==> src/rtl/rids_priority_resolver.sv <==
// rids_priority_resolver: picks the lowest valid rule ID, hit flag and match count per merged RIDS and queues results in a drop-on-full FIFO
module rids_priority_resolver #(
    parameter int NUM_RID        = 8,
    parameter int log_NUM_RID    = 3,
    parameter int RID_WIDTH      = 4,
    parameter int FIFO_DEPTH     = 4,
    parameter int log_FIFO_DEPTH = 2
) (
    input  logic                            clk,
    input  logic                            reset,
    input  logic [0:NUM_RID*RID_WIDTH-1]    in,
    input  logic                            in_valid,
    output logic [RID_WIDTH-1:0]            out_rid,
    output logic                            out_hit,
    output logic [log_NUM_RID:0]            out_count,
    output logic                            out_valid,
    input  logic                            out_ready,
    output logic                            overflow
);
    typedef struct packed {
        logic [RID_WIDTH-1:0] rid;
        logic                 hit;
        logic [log_NUM_RID:0] count;
    } res_t;
    localparam res_t empty_res = '{rid: '1, hit: 1'b0, count: '0};
    localparam logic [log_FIFO_DEPTH:0] full_occ = (log_FIFO_DEPTH+1)'(FIFO_DEPTH);
    logic [0:NUM_RID*RID_WIDTH-1] s1_data;
    logic                         s1_valid;
    logic [RID_WIDTH-1:0]         tree [0:2*NUM_RID-2];
    res_t                         res;
    res_t                         mem [0:FIFO_DEPTH-1];
    logic [log_FIFO_DEPTH-1:0]    rd_ptr, wr_ptr;
    logic [log_FIFO_DEPTH:0]      occ;
    logic                         pop, push;
    // stage 1: capture the incoming RIDS and its valid
    always_ff @(posedge clk) begin
        if (reset) begin
            s1_valid <= 1'b0;
            s1_data  <= '1;
        end else begin
            s1_valid <= in_valid;
            s1_data  <= in;
        end
    end
    // heap-shaped min tree over the slots; all-ones empties lose every compare
    always_comb begin
        tree = '{default: '1};
        res = empty_res;
        res.count = '0;
        for (int i = 0; i < NUM_RID; i++) begin
            tree[NUM_RID-1+i] = s1_data[i*RID_WIDTH +: RID_WIDTH];
            res.count = res.count + (log_NUM_RID+1)'(tree[NUM_RID-1+i] != '1);
        end
        for (int j = NUM_RID-2; j >= 0; j--)
            tree[j] = (tree[2*j+1] < tree[2*j+2]) ? tree[2*j+1] : tree[2*j+2];
        res.rid = tree[0];
        res.hit = res.count != '0;
    end
    // pop only a valid head; a full FIFO accepts a push only alongside a pop
    always_comb begin
        out_valid = occ != '0;
        pop = out_valid && out_ready;
        push = s1_valid && (occ != full_occ || pop);
        {out_rid, out_hit, out_count} = out_valid ? mem[rd_ptr] : empty_res;
    end
    // FIFO storage write
    always_ff @(posedge clk) begin
        if (push) mem[wr_ptr] <= res;
    end
    // FIFO pointers, occupancy and sticky drop flag
    always_ff @(posedge clk) begin
        if (reset) begin
            rd_ptr   <= '0;
            wr_ptr   <= '0;
            occ      <= '0;
            overflow <= 1'b0;
        end else begin
            if (push) wr_ptr <= wr_ptr + 1'b1;
            if (pop) rd_ptr <= rd_ptr + 1'b1;
            occ <= occ + (log_FIFO_DEPTH+1)'(push) - (log_FIFO_DEPTH+1)'(pop);
            if (s1_valid && !push) overflow <= 1'b1;
        end
    end
endmodule
==> config.mk <==
export PLATFORM = sky130hd
export DESIGN_NAME = rids_priority_resolver
export DESIGN_NICKNAME = d
export VERILOG_FILES = /design/src/rtl/rids_priority_resolver.sv
export SDC_FILE = /design/constraint.sdc
export NUM_CORES = 1
export LEC_CHECK = 0
export ABC_CLOCK_PERIOD_IN_PS = 9100
export CORE_MARGIN = 5
export CORE_UTILIZATION = 60
export DETAILED_ROUTE_END_ITERATION = 6
export HOLD_SLACK_MARGIN = 0.02
export PLACE_DENSITY = 0.85
export SYNTH_ARGS = -nofsm -noshare
export SYNTH_HDL_FRONTEND = slang
export SYNTH_SLANG_ARGS = --single-unit
==> constraint.sdc <==
create_clock -name clk -period 9.1 [get_ports clk]
set_input_delay 1.82 -clock clk [delete_from_list [all_inputs] [get_ports clk]]
set_output_delay 1.82 -clock clk [all_outputs]
set_load 0.005 [all_outputs]
==> results.ini <==
[status]
outcome = completed

[final_layout]
nets = 463
area_delta_synth_final_pct = 18.5
fillers = 451
stdcell_count = 469
drive_above_1_share_pct = 17.3
num_antenna_cells = 0

[drt]
wl_per_cell_um = 14.4
vias = 2568
drc = 0
vias_per_cell = 5.48
wl_mm = 6.77
drt_iter0_drc = 111
dr.pass1.iters = 4
ant_nets = 0

[logic_synthesis]
netlist_area_um2 = 3940
netlist_instances = 337
synth-seq-cells = 79
synth_edf_count = 36
synth_warnings = 0
yosysSeqAreaShare_pct = 49.3
ys_types = 43
synth_nets = 413
synth_top_flop_cell = dfxtp_1
synth_area_per_cell_um2 = 11.7
synthArstFlopShare_pct = 0

[hold_path]
min_from = overflow$_SDFFE_PP0P_
hold_end = overflow$_SDFFE_PP0P_
hold_path.class = reg -> reg
hold_depth = 2

[worst_setup_path]
worstPathMaxFanout = 9
crit_cells = 3
critical_path.slowest_cell = dfxtp_1
max_stage_delay_ns = 0.71
worstPathCellList = mux4_2 > or2_2 > clkdlybuf4s50_1
reg2regPathDepth = 16
worstSetupPathType = reg -> out
crit_path_end_kind = output pin
path_buf_inv = 1
critPathRequiredTime_ns = 7.28
crit_arrival_ns = 2.37
reg2reg_from = s1_data[20]$_SDFF_PP1_
startpoint_type = register
worstReg2RegEnd = mem[0][5]$_DFFE_PP_
regToRegSetupSlack_ns = 5.00
crit_family = flip-flops

[placed_design]
dp_hpwl_mm = 5.23
preCtsSetupSlack_ns = 5.06
placed_cells = 453
portBuffers = 46
gp_congestion = 0.847

[sta]
finalClockSkew_ns = 0.0106
report.final.slew_viol_count = 0
slew_headroom_pct = 25.3
tightest_slew_ns = 1.12
period_needed_ns = 4.19
setup_viol = 0
fmax_mhz = 238
finalSetupTns_ns = 0
period_share_pct = 46.1
fin_ws_ns = 4.91
hold_viol_final = 0
rsz0062_at_grt = false

[grt]
grt.met2_usage_pct = 30.2
busiest_layer = met2
grt_pass1_wl_mm = 11.5
grt_start_max_net_pins = 43
antenna_found_initial = 0
grtUsageMet3_pct = 3.97
grt_usage_pct = 17.2
grt-ovfl-total = 0
grtUsageMet1_pct = 20.5
grt_pass1_vias = 2602

[power_and_ir_drop]
p_per_area_nw_per_um2 = 224
ir_worst_vdd_mv = 0.152
leakagePower_nw = 1.93

[cts]
clk_pin_slew_ns = 0.09
cts_tree = done
clk_latency_ns = 0.35
htreeDepth = 3
root_buffer = clkbuf_8
cts_resized = 0
cts_sinks = 79
post-cts-setup-buffers = 0
cts_buffers = 9
postCtsHoldBufs = 0
cts_buffer_depth = 2

[floorplan]
start_util_pct = 61.7
die_w_um = 91.0
rows = 29
fp.dieH_um = 91.0
coreArea_um2 = 6390
io_pins = 47
die_area_um2 = 8290

[flow_run]
drv_cap = 0

[synthesized netlist by cell type (all sizes together) (2+ instances only)]
library cell	n	area, µm²
a21oi	14	70.1
edfxtp	36	1080
dfxtp	43	861
nor3b	2	15.0
ha	35	438
mux2	4	52.6
xor2	4	35.0
fa	5	100
nor2	16	60.1
a21o	5	37.5
clkbuf	6	22.5
and2	10	62.6
nand2	10	37.5
o21bai	4	30.0
mux4	9	203
nor3	5	25.0
nand3	4	20.0
and4	3	26.3
nand2b	5	31.3
or2	39	244
mux2i	12	120
a211oi	4	30.0
o21ai	11	55.1
nor2b	5	31.3
inv	31	116
xnor2	2	17.5
[registers in the layout, indices dropped and copies added, names as in the netlist, named ones only]
| register | cells |
|---|---|
| s1_valid | 1 |
| overflow | 1 |
| wr_ptr | 2 |
| s1_data | 32 |
| mem | 36 |
| occ | 3 |
| rd_ptr | 2 |
[stage by stage]
stage | total power [mW] | util [%] | hold slack, ns | area, µm²
after global placement | 0.785 | 70.0 | 0.467 | 4470
final | 1.04 | 73.1 | 0.490 | 4670
after global routing | 1.11 | 73.1 | 0.528 | 4670
after CTS | 1.06 | 73.1 | 0.494 | 4670
after detailed placement | 0.802 | 70.0 | 0.473 | 4470
after floorplan | 0.677 | - | 0.460 | 3940
[where the power goes]
group | internal (mW) | leakage (nW) | switching (mW)
combinational | 0.188 | 1.15 | 0.145
sequential | 0.427 | 0.679 | 0.0299
clock | 0.125 | 0.0975 | 0.129
total | 0.739 | 1.93 | 0.304
[placed cells by master (no fill, tap or decap), types with 3 or more instances in the layout]
| cell | instances |
|---|---|
| edfxtp_1 | 36 |
| o21ai_1 | 3 |
| a21o_1 | 5 |
| inv_1 | 31 |
| or2_2 | 37 |
| o21ai_0 | 8 |
| mux4_2 | 9 |
| nor3_1 | 5 |
| and4_1 | 3 |
| nand2b_1 | 5 |
| dfxtp_1 | 43 |
| mux2i_1 | 12 |
| nand3_1 | 4 |
| clkdlybuf4s50_1 | 46 |
| a211oi_1 | 4 |
| ha_1 | 35 |
| a21oi_1 | 14 |
| nor2b_1 | 5 |
| xor2_1 | 4 |
| nor2_1 | 16 |
| fa_1 | 5 |
| nand2_1 | 10 |
| o21bai_1 | 4 |
| clkbuf_8 | 10 |
| and2_1 | 10 |
[routing by layer]
layer  wire length [µm]  vias to the layer above
li1                   -                     1283
met1               2890                     1211
met2               3440                       62
met3                340                       12
met4                 90                        0
met5                  0                        -
[how the worst max path moves through the flow]
stage,to,slack (ns)
finish,out_rid[1],4.91
CTS,out_rid[1],4.82
detailed placement,mem[0][5]$_DFFE_PP_,5.06
global placement,occ[2]$_SDFF_PP0_,5.15
floorplan,mem[0][5]$_DFFE_PP_,5.34
global route,mem[1][5]$_DFFE_PP_,4.70
[area by class of cell]
cell class	instances	area, µm²	area share [%]
Clock buffer	11	163	3.48
Clock inverter	5	37.5	0.804
Inverter	31	116	2.49
Multi-Input combinational cell	220	1850	39.7
Sequential cell	79	1940	41.6
Tap cell	77	96.3	2.06
Timing Repair Buffer	46	460	9.86
[cell families after synthesis]
family,Yosys count,synth area share [%]
buffers and inverters,38,3.65
xor gates and xnor gates,6,1.33
DFF,79,49.3
AOI/OAI and AO/OA,46,7.62
adders and majority gates,40,13.7
and+or+nand+nor,103,14.9
muxes,25,9.53
[tightest hold or removal path, delay by kind of cell (launching register included)]
kind             cells  cell delay [ns]
AO/OA/AOI/OAI        1             0.04
flip-flops           1             0.34
AND/OR/NAND/NOR      1             0.08
Power figures use the tool's default switching activity.
